[src/rtl/sprite_image_writer.sv]
// -----------------------------------------------------------------------------
// sprite_image_writer
//
// Loads one palette-indexed sprite frame from a raster-order pixel stream into
// the write port of the image BRAM. The BRAM address is linear
// (row*WIDTH + col). It is built from a running address plus a row-base
// register, so no multiplier is needed. Line and frame structure is checked,
// and any violation raises a sticky error flag.
//
// Ports
//   pixel_clk_in     single clock, rising edge
//   rst_in           synchronous active-high reset
//   arm_in           one-cycle pulse, requests capture of one frame (IDLE only)
//   pixel_in         8-bit palette index
//   pixel_valid_in   source presents a beat
//   pixel_ready_out  block accepts a beat (transfer = valid & ready)
//   sof_in           beat is the first pixel of a frame
//   eol_in           beat is the last pixel of a line
//   addr_out         BRAM write address
//   data_out         BRAM write data
//   we_out           BRAM write enable, one cycle per written beat
//   busy_out         high while waiting for SOF or writing
//   done_out         one-cycle pulse on frame completion
//   err_out          sticky structural error, cleared by an accepted arm
//   frame_count_out  completed frames, wraps at 16 bits
// -----------------------------------------------------------------------------
module sprite_image_writer #(
    parameter  int WIDTH  = 256,
    parameter  int HEIGHT = 256,
    localparam int AW     = $clog2(WIDTH * HEIGHT)
) (
    input  logic          pixel_clk_in,
    input  logic          rst_in,
    input  logic          arm_in,
    input  logic [7:0]    pixel_in,
    input  logic          pixel_valid_in,
    output logic          pixel_ready_out,
    input  logic          sof_in,
    input  logic          eol_in,
    output logic [AW-1:0] addr_out,
    output logic [7:0]    data_out,
    output logic          we_out,
    output logic          busy_out,
    output logic          done_out,
    output logic          err_out,
    output logic [15:0]   frame_count_out
);

    localparam int CW = $clog2(WIDTH);
    localparam int RW = $clog2(HEIGHT);
    localparam logic [CW-1:0] COL_LAST = CW'(WIDTH - 1);
    localparam logic [RW-1:0] ROW_LAST = RW'(HEIGHT - 1);
    localparam logic [AW-1:0] WIDTH_A  = AW'(WIDTH);

    typedef enum logic [1:0] {
        IDLE     = 2'd0,
        WAIT_SOF = 2'd1,
        WRITE    = 2'd2,
        DONE     = 2'd3
    } state_t;

    state_t        state_r, state_s;
    logic [CW-1:0] col_r, col_s;
    logic [RW-1:0] row_r, row_s;
    logic [AW-1:0] addr_r, addr_s;
    logic [AW-1:0] row_base_r, row_base_s;
    logic [AW-1:0] wr_addr_s, wr_addr_r;
    logic [7:0]    wr_data_r;
    logic          drop_r, drop_s;
    logic          err_r, err_s;
    logic [15:0]   frame_count_r, frame_count_s;
    logic          we_s, we_r;
    logic          ready_r, busy_r, done_r;
    logic          transfer_s, start_s, line_end_s;

    // Next-state, address generation and structural checks
    always_comb begin
        state_s       = state_r;
        col_s         = col_r;
        row_s         = row_r;
        addr_s        = addr_r;
        row_base_s    = row_base_r;
        drop_s        = drop_r;
        err_s         = err_r;
        frame_count_s = frame_count_r;
        we_s          = 1'b0;
        wr_addr_s     = addr_r;
        start_s       = 1'b0;
        line_end_s    = 1'b0;
        // ready_r is high only in WAIT_SOF and WRITE, so no transfer elsewhere
        transfer_s    = pixel_valid_in & ready_r;

        case (state_r)
            IDLE: begin
                if (arm_in) begin
                    state_s = WAIT_SOF;
                    err_s   = 1'b0;
                end else begin
                    state_s = IDLE;
                end
            end
            WAIT_SOF: begin
                // beats without SOF are accepted and discarded
                if (transfer_s && sof_in) begin
                    start_s = 1'b1;
                end else begin
                    start_s = 1'b0;
                end
            end
            WRITE: begin
                if (!transfer_s) begin
                    state_s = WRITE;
                end else if (sof_in) begin
                    // unexpected SOF restarts the frame from address 0
                    start_s = 1'b1;
                    err_s   = 1'b1;
                end else if (drop_r) begin
                    // overlong line: discard beats up to and including EOL
                    if (eol_in) begin
                        drop_s     = 1'b0;
                        line_end_s = 1'b1;
                    end else begin
                        drop_s = 1'b1;
                    end
                end else begin
                    we_s      = 1'b1;
                    wr_addr_s = addr_r;
                    if (col_r == COL_LAST) begin
                        if (eol_in) begin
                            line_end_s = 1'b1;
                        end else begin
                            err_s  = 1'b1;
                            drop_s = 1'b1;
                        end
                    end else if (eol_in) begin
                        // short line: leave the rest of the row untouched
                        err_s      = 1'b1;
                        line_end_s = 1'b1;
                    end else begin
                        col_s  = col_r + CW'(1);
                        addr_s = addr_r + AW'(1);
                    end
                end
            end
            DONE: begin
                state_s = IDLE;
            end
            default: begin
                state_s = IDLE;
            end
        endcase

        if (start_s) begin
            state_s    = WRITE;
            we_s       = 1'b1;
            wr_addr_s  = AW'(0);
            row_s      = RW'(0);
            row_base_s = AW'(0);
            drop_s     = 1'b0;
            if (eol_in) begin
                // SOF+EOL on one beat is a short row 0; HEIGHT>=2 so never last
                err_s      = 1'b1;
                row_s      = RW'(1);
                row_base_s = WIDTH_A;
                addr_s     = WIDTH_A;
                col_s      = CW'(0);
            end else begin
                col_s  = CW'(1);
                addr_s = AW'(1);
            end
        end else if (line_end_s) begin
            if (row_r == ROW_LAST) begin
                state_s       = DONE;
                frame_count_s = frame_count_r + 16'd1;
            end else begin
                row_s      = row_r + RW'(1);
                row_base_s = row_base_r + WIDTH_A;
                addr_s     = row_base_r + WIDTH_A;
                col_s      = CW'(0);
            end
        end else begin
            frame_count_s = frame_count_r;
        end
    end

    // State, counters and registered outputs
    always_ff @(posedge pixel_clk_in) begin
        if (rst_in) begin
            state_r       <= IDLE;
            col_r         <= CW'(0);
            row_r         <= RW'(0);
            addr_r        <= AW'(0);
            row_base_r    <= AW'(0);
            drop_r        <= 1'b0;
            err_r         <= 1'b0;
            frame_count_r <= 16'd0;
            we_r          <= 1'b0;
            wr_addr_r     <= AW'(0);
            wr_data_r     <= 8'd0;
            ready_r       <= 1'b0;
            busy_r        <= 1'b0;
            done_r        <= 1'b0;
        end else begin
            state_r       <= state_s;
            col_r         <= col_s;
            row_r         <= row_s;
            addr_r        <= addr_s;
            row_base_r    <= row_base_s;
            drop_r        <= drop_s;
            err_r         <= err_s;
            frame_count_r <= frame_count_s;
            we_r          <= we_s;
            if (we_s) begin
                wr_addr_r <= wr_addr_s;
                wr_data_r <= pixel_in;
            end else begin
                wr_addr_r <= wr_addr_r;
                wr_data_r <= wr_data_r;
            end
            // decoded from the next state so they line up with state_r
            ready_r <= (state_s == WAIT_SOF) || (state_s == WRITE);
            busy_r  <= (state_s == WAIT_SOF) || (state_s == WRITE);
            done_r  <= (state_s == DONE);
        end
    end

    assign pixel_ready_out = ready_r;
    assign busy_out        = busy_r;
    assign done_out        = done_r;
    assign err_out         = err_r;
    assign frame_count_out = frame_count_r;
    assign we_out          = we_r;
    assign addr_out        = wr_addr_r;
    assign data_out        = wr_data_r;

endmodule

[config.mk]
export PLATFORM = sky130hd
export DESIGN_NAME = sprite_image_writer
export DESIGN_NICKNAME = d
export VERILOG_FILES = /design/src/rtl/sprite_image_writer.sv
export SDC_FILE = /design/constraint.sdc
export NUM_CORES = 1
export LEC_CHECK = 0
export BUFFER_PORTS_ARGS = -buffer_cell sky130_fd_sc_hd__buf_2
export CAP_MARGIN = 0
export CORE_ASPECT_RATIO = 2
export CORE_MARGIN = 3
export CORE_UTILIZATION = 44
export CTS_CLUSTER_SIZE = 14
export DETAILED_ROUTE_END_ITERATION = 10
export PLACE_DENSITY = 0.71
export SKIP_CTS_REPAIR_TIMING = 1
export SYNTH_ARGS = -nofsm -noshare
export SYNTH_HDL_FRONTEND = slang
export SYNTH_SLANG_ARGS = --single-unit
[constraint.sdc]
create_clock -name pixel_clk_in -period 2.8 [get_ports pixel_clk_in]
set_clock_uncertainty 0.1 [all_clocks]
set_input_delay 0.28 -clock pixel_clk_in [delete_from_list [all_inputs] [get_ports pixel_clk_in]]
set_output_delay 0.28 -clock pixel_clk_in [all_outputs]
set_load 0.02 [all_outputs]
==> results of run 1 <==
-- synth_stat cells, types with 3 or more instances --
library cell / number
xor2_1: 8
xnor2_1: 38
nand4_1: 5
ha_1: 10
mux2i_1: 3
nor4_2: 6
nor2b_1: 4
buf_4: 3
nor4_1: 3
and4_1: 4
nor4b_2: 3
a21oi_1: 46
o21ai_0: 14
nor2_1: 52
or3_1: 4
dfxtp_1: 87
clkbuf_1: 14
inv_1: 8
buf_2: 4
nand2b_1: 4
nand3_1: 23
and3_1: 3
and2_1: 3
nand2_1: 77
nor3_1: 16
-- worst max-delay path by stage --
stage,slack [ps],start,endpoint,cells past startpoint
2_1_floorplan,640,state_r[0]$_SDFF_PP0_,busy_out$_SDFF_PP0_,9
3_5_place_dp,330,state_r[0]$_SDFF_PP0_,busy_out$_SDFF_PP0_,7
5_1_grt,190,state_r[0]$_SDFF_PP0_,busy_out$_SDFF_PP0_,7
6_report,300,state_r[0]$_SDFF_PP0_,busy_out$_SDFF_PP0_,7
3_3_place_gp,460,state_r[0]$_SDFF_PP0_,busy_out$_SDFF_PP0_,7
4_1_cts,320,state_r[0]$_SDFF_PP0_,busy_out$_SDFF_PP0_,7
-- layer usage --
layer  part of all wire [%]  vias to the layer above  track usage [%]
met5                      0                        -                0
li1                       -                     1742                -
met2                     55                       64            33.33
met1                     38                     1601            18.36
met3                    4.4                       18            4.326
met4                    2.6                        0            8.500
-- power by group --
| group | internal (W) | switching [W] | total [W] |
|---|---|---|---|
| sequential | 0.00124 | 0.00000308 | 0.00124 |
| combinational | 0.0000227 | 0.0000422 | 0.0000649 |
| clock | 0.000714 | 0.000477 | 0.00119 |
-- area by class of cell --
cell class,count,area share [%]
inverter,8,0.6376
clock buffer,11,5.154
timing repair buffer,68,7.758
sequential,87,36.98
clock inverter,5,1.222
tap,100,2.657
multi-input combinational,358,45.59
-- stage by stage --
step | total power [W] | util (%) | instances
floorplan | 0.001312 | - | 478
detailed placement | 0.001336 | 50.29 | 621
global placement | 0.001333 | 50.29 | 621
finish | 0.002498 | 53.71 | 637
CTS | 0.002520 | 53.71 | 637
global route | 0.002577 | 53.71 | 637
-- flip-flops by register name, indices dropped and copies added, names as in the netlist --
register,count
addr_out,16
addr_r,16
busy_out,1
col_r,8
data_out,8
done_out,1
drop_r,1
err_out,1
frame_count_out,16
row_base_r,8
row_r,8
state_r,2
we_out,1
-- cell families after synthesis --
family          count (synthesis)  synth area share, %
simple gates                  221                28.13
xor+xnor                       46                9.954
flops                          87                43.03
compound gates                 78                11.13
mux                             3               0.7419
fa+ha+maj                      10                3.091
buf+inv                        33                3.926
-- worst min-delay path, stage by stage --
cell and delay (ps):
buf_2 90, nand2_1 50, a21oi_1 50
==> metrics.cfg, run 1 <==
[outcome]
outcome = finished, final reports clean

[floorplan]
dieArea_um2 = 10460
die_w_um = 73.82
initial_core_util_pct = 46.16
boundaryPins = 59
core_area_um2 = 8768
placementRows = 48
die_y_um = 141.6

[clocking]
cts_buffers = 9
cts-root-buf = clkbuf_16
clock-sinks = 87
insertion_delay_ps = 340
htreeDepth = 3
clkTransAtPathRegs_ps = 60
clockBufferDepth = 2
tritoncts = built

[synthesis]
syn_area_um2 = 4048
syn_avg_cell_area_um2 = 8.468
async_flop_share_pct = 0
yosysSeqAreaShare_pct = 43.03
ys_ff_latch = 87
synth_area_leaders = dfxtp_1, xnor2_1, nand2_1
synthDominantCellAreaShare_pct = 43.03
syn_inst = 478
synth_ff_type = dfxtp_1
synth_edf_count = 0
synthDistinctLibCells = 53
syn_nets = 502
ys_warn_count = 0
netlist.top_cell.by_area = dfxtp_1

[worst_hold_path]
hold_depth = 3
holdCritStartpoint = pixel_in[3]
hold_end = data_out[3]$_SDFFE_PP0P_
min_path_type = input port to register

[layout]
stdcell_area_um2 = 4710
finalNetCount = 556
area_growth_pct = 16.35
fill_cells = 816
drive_above_1_share_pct = 18.62
multi_input_area_um2 = 2147
layout_commonest_cell = dfxtp_1
antennaDiodeCount = 0
register_area_um2 = 1742
layout_common_cells = dfxtp_1, nand2_1, buf_2

[worst_setup_path]
cp-start-kind = register
crit_family = simple AND/OR/NAND/NOR gates
crit_chain = inv_1, ha_1, nand4b_1, or4_4, a21oi_1, ha_1, nor2b_1
crit_fanout = 19
crit_path_top_delay_cell = or4_4
crit_path_end_kind = register
r2r_slack_ps = 300
cp_common_cell = ha_1
crit_buf_inv = 1
crit_type = register to register
required_ps = 2910
r2r_start = state_r[0]$_SDFF_PP0_
r2r_cells = 7
crit_arrival_ps = 2620
reg2reg_to = busy_out$_SDFF_PP0_
slowest_delay_ps = 690

[sta]
hold_viol_final = 0
tns_ps = 0
setup_viol = 0
rsz0062_at_grt = no
holdWs_ps = 88.30
fin_crit_sh_pct = 89.30
max-slew-margin-rel_pct = 42.92
worst_slack_ps = 299.7
worst_slew_pin_slew_ps = 852.5
slew_viol_final = 0
period_minus_slack_ps = 2500
fmax_mhz = 399.9

[place]
place_area_um2 = 4409
place_congestion = 0.7781
dp_hpwl_um = 6591
portBuffers = 58
place_ws_ps = 329.4

[power]
cellLeakagePower_nw = 1.775
peakVddDrop_uv = 576.0
p_per_area_nw_per_um2 = 530.5

[drt]
routed_wl_um = 8813
wire_per_inst_um = 13.84
dr.pass1.iters = 4
post-route-drc-count = 0
drtIter0Drc = 204
via_per_inst = 5.377
via_count = 3425
ant_nets = 0

[run]
drv_cap = 0

[global_route]
grt_pass1_vias = 3450
antenna_found_initial = 0
gr-total-overflow = 0
grt_max_degree = 38
groute.usage.overall_pct = 18.13
grt_pass1_wl_um = 15010

Note: power is estimated with default switching activity, not from simulation.
==> run 2: changes to the inputs <==
--- a/config.mk
+++ b/config.mk
@@ -12,7 +12,7 @@
 export CORE_UTILIZATION = 44
 export CTS_CLUSTER_SIZE = 14
 export DETAILED_ROUTE_END_ITERATION = 10
-export PLACE_DENSITY = 0.71
+export PLACE_DENSITY = 0.74
 export SKIP_CTS_REPAIR_TIMING = 1
 export SYNTH_ARGS = -nofsm -noshare
 export SYNTH_HDL_FRONTEND = slang
==> run 2 against run 1 <==
Highest routed layer unchanged. Largest cell class unchanged. Combinational power rose by 0.9%. Sequential share of layout area rose by 0.069 points. Routed wire length rose by 0.51%. Critical path depth did not move. Fmax fell by 5.2%. Non-clock buffer count fell by 1. Sequential cell count did not move. First-iteration DRC count fell by 31%. Critical path type unchanged. Final area fell by 0.19%. Total power barely moved.
==> metrics.cfg, run 2 (synthesis results as in run 1) <==
[outcome]
outcome = finished, final reports clean  ; unchanged

[power]
clock_power_share_pct = 47.6  ; about the same
p_per_area_nw_per_um2 = 531.1  ; was 530.5 nW/um2
peakVddDrop_uv = 315.1  ; was 576.0 uV
power.internal_w = 0.001978  ; was 0.001976 W
seqPwrFrac_pct = 49.8  ; about the same
p_switching_w = 0.0005184  ; was 0.0005219 W
cellLeakagePower_nw = 1.779  ; was 1.775 nW
switching_share_pct = 20.76  ; was 20.89%
combPwrFrac_pct = 2.6  ; about the same

[layout]
drive_above_1_share_pct = 18.47  ; was 18.62%
finalNetCount = 555  ; was 556
layout_commonest_cell = dfxtp_1  ; unchanged
area_growth_pct = 16.14  ; was 16.35%
stdcell_area_um2 = 4701  ; was 4710 um2
layout_common_cells = dfxtp_1, nand2_1, buf_2  ; unchanged
antennaDiodeCount = 0  ; unchanged

[drt]
via_per_inst = 5.355  ; was 5.377
via_count = 3406  ; was 3425
dr.pass1.iters = 4  ; unchanged
routed_wl_um = 8858  ; was 8813 um
drtIter0Drc = 140  ; was 204
ant_nets = 0  ; unchanged
wire_per_inst_um = 13.93  ; was 13.84 um
post-route-drc-count = 0  ; unchanged

[worst_setup_path]
crit_path_end_kind = register  ; unchanged
slowest_delay_ps = 620  ; was 690 ps
cp-start-kind = register  ; unchanged
r2r_start = state_r[0]$_SDFF_PP0_  ; unchanged
reg2reg_to = addr_r[10]$_SDFF_PP0_  ; was busy_out$_SDFF_PP0_
crit_path_top_delay_cell = nor4_1  ; was or4_4
crit_chain = inv_1, ha_1, nor4b_1, nand2_1, nor4_1, xnor2_1, a21oi_1  ; was inv_1, ha_1, nand4b_1, or4_4, a21oi_1, ha_1, nor2b_1
crit_fanout = 12  ; was 19
crit_arrival_ps = 2760  ; was 2620 ps
r2r_slack_ps = 160  ; was 300 ps
required_ps = 2930  ; was 2910 ps
r2r_cells = 7  ; unchanged
crit_type = register to register  ; unchanged

[sta]
rsz0062_at_grt = no  ; unchanged
fmax_mhz = 379.1  ; was 399.9 MHz
fin_crit_sh_pct = 94.21  ; was 89.30%
setup_viol = 0  ; unchanged
tns_ps = 0  ; unchanged
slew_viol_final = 0  ; unchanged
worst_slew_pin_slew_ps = 898.5  ; was 852.5 ps
period_minus_slack_ps = 2638  ; was 2500 ps
hold_viol_final = 0  ; unchanged
max-slew-margin-rel_pct = 39.84  ; was 42.92%

[clocking]
htreeDepth = 3  ; unchanged
clock-sinks = 87  ; unchanged
tritoncts = built  ; unchanged
cts_buffers = 9  ; unchanged
cts-root-buf = clkbuf_16  ; unchanged
clkTransAtPathRegs_ps = 60  ; about the same
insertion_delay_ps = 340  ; about the same
clockBufferDepth = 2  ; unchanged

[global_route]
grt_max_degree = 34  ; was 38
antenna_found_initial = 0  ; unchanged
grt_pass1_vias = 3453  ; was 3450
groute.usage.overall_pct = 18.57  ; was 18.13%
gr-total-overflow = 0  ; unchanged
grt_pass1_wl_um = 15440  ; was 15010 um

[worst_hold_path]
min_path_type = input port to register  ; unchanged
hold_end = data_out[1]$_SDFFE_PP0P_  ; was data_out[3]$_SDFFE_PP0P_
holdCritStartpoint = pixel_in[1]  ; was pixel_in[3]
hold_depth = 3  ; unchanged

[place]
place_congestion = 0.8398  ; was 0.7781
dp_hpwl_um = 6701  ; was 6591 um
portBuffers = 58  ; unchanged
place_area_um2 = 4402  ; was 4409 um2

[floorplan]
core_area_um2 = 8768  ; unchanged
placementRows = 48  ; unchanged
boundaryPins = 59  ; unchanged
initial_core_util_pct = 46.16  ; unchanged
die_y_um = 141.6  ; unchanged
die_w_um = 73.82  ; unchanged
dieArea_um2 = 10460  ; unchanged

[run]
drv_cap = 0  ; unchanged

## run 2: changes by cell type in the layout (fill, tap and decap cells not counted)
cell        previous run  this run
clkinv_2               1         2
inv_6                  0         1
clkinvlp_4             3         1
buf_4                 10         9
## run 2: worst max-delay path, delay by kind of cell, from the launching register on
family	cells	cell delay, ps
AND/OR/NAND/NOR	3	1320
adder cells (fa/ha/maj)	1	390
flip-flops	1	330
XOR/XNOR	1	200
buffers and inverters	1	110
AO/OA/AOI/OAI	1	80
## run 2: power by group through the flow
stage          Sequential [W]  Clock, W  Combinational (W)
3_5_place_dp          0.00127         0          0.0000652
3_3_place_gp          0.00127         0          0.0000632
4_1_cts               0.00124   0.00122          0.0000655
5_1_grt               0.00124   0.00127          0.0000724
6_report              0.00124   0.00119          0.0000655
2_1_floorplan         0.00127         0          0.0000405
## run 2: cell type report
| cell class | instances | area, um2 |
|---|---|---|
| timing repair buffer | 67 | 357.8 |
| clock buffer | 11 | 242.7 |
| fill | 803 | 4068 |
| multi-input combinational | 358 | 2147 |
| tap | 100 | 125.1 |
| clock inverter | 5 | 56.30 |
| sequential | 87 | 1742 |
| inverter | 8 | 30.03 |
## run 2: worst max path at each step
stage	depth (start not counted)	slack [ps]	from	end
detailed placement	7	310	state_r[0]$_SDFF_PP0_	addr_r[10]$_SDFF_PP0_
global route	7	40	state_r[0]$_SDFF_PP0_	addr_r[10]$_SDFF_PP0_
floorplan	9	640	state_r[0]$_SDFF_PP0_	busy_out$_SDFF_PP0_
finish	7	160	state_r[0]$_SDFF_PP0_	addr_r[10]$_SDFF_PP0_
CTS	7	260	state_r[0]$_SDFF_PP0_	addr_r[10]$_SDFF_PP0_
global placement	7	450	state_r[0]$_SDFF_PP0_	busy_out$_SDFF_PP0_
## run 2: per-stage QoR
step / hold slack [ps] / util, % / setup slack (ps) / std cells / power [W]
after floorplan: 320.5 / - / 643.1 / 478 / 0.001312
after global placement: 334.5 / 50.20 / 446.4 / 620 / 0.001334
after detailed placement: 339.9 / 50.20 / 305.3 / 620 / 0.001336
after CTS: 73.51 / 53.61 / 258.5 / 636 / 0.002531
after global routing: 85.18 / 53.61 / 36.13 / 636 / 0.002587
final: 83.82 / 53.61 / 162.2 / 636 / 0.002497
## run 2: routing by layer
metal	global-route usage (%)	up-vias	share of wire [%]
li1	-	1738	-
met1	19.72	1589	38
met2	33.33	60	54
met3	4.823	19	4.3
met4	7.832	0	3.0
met5	0	-	0
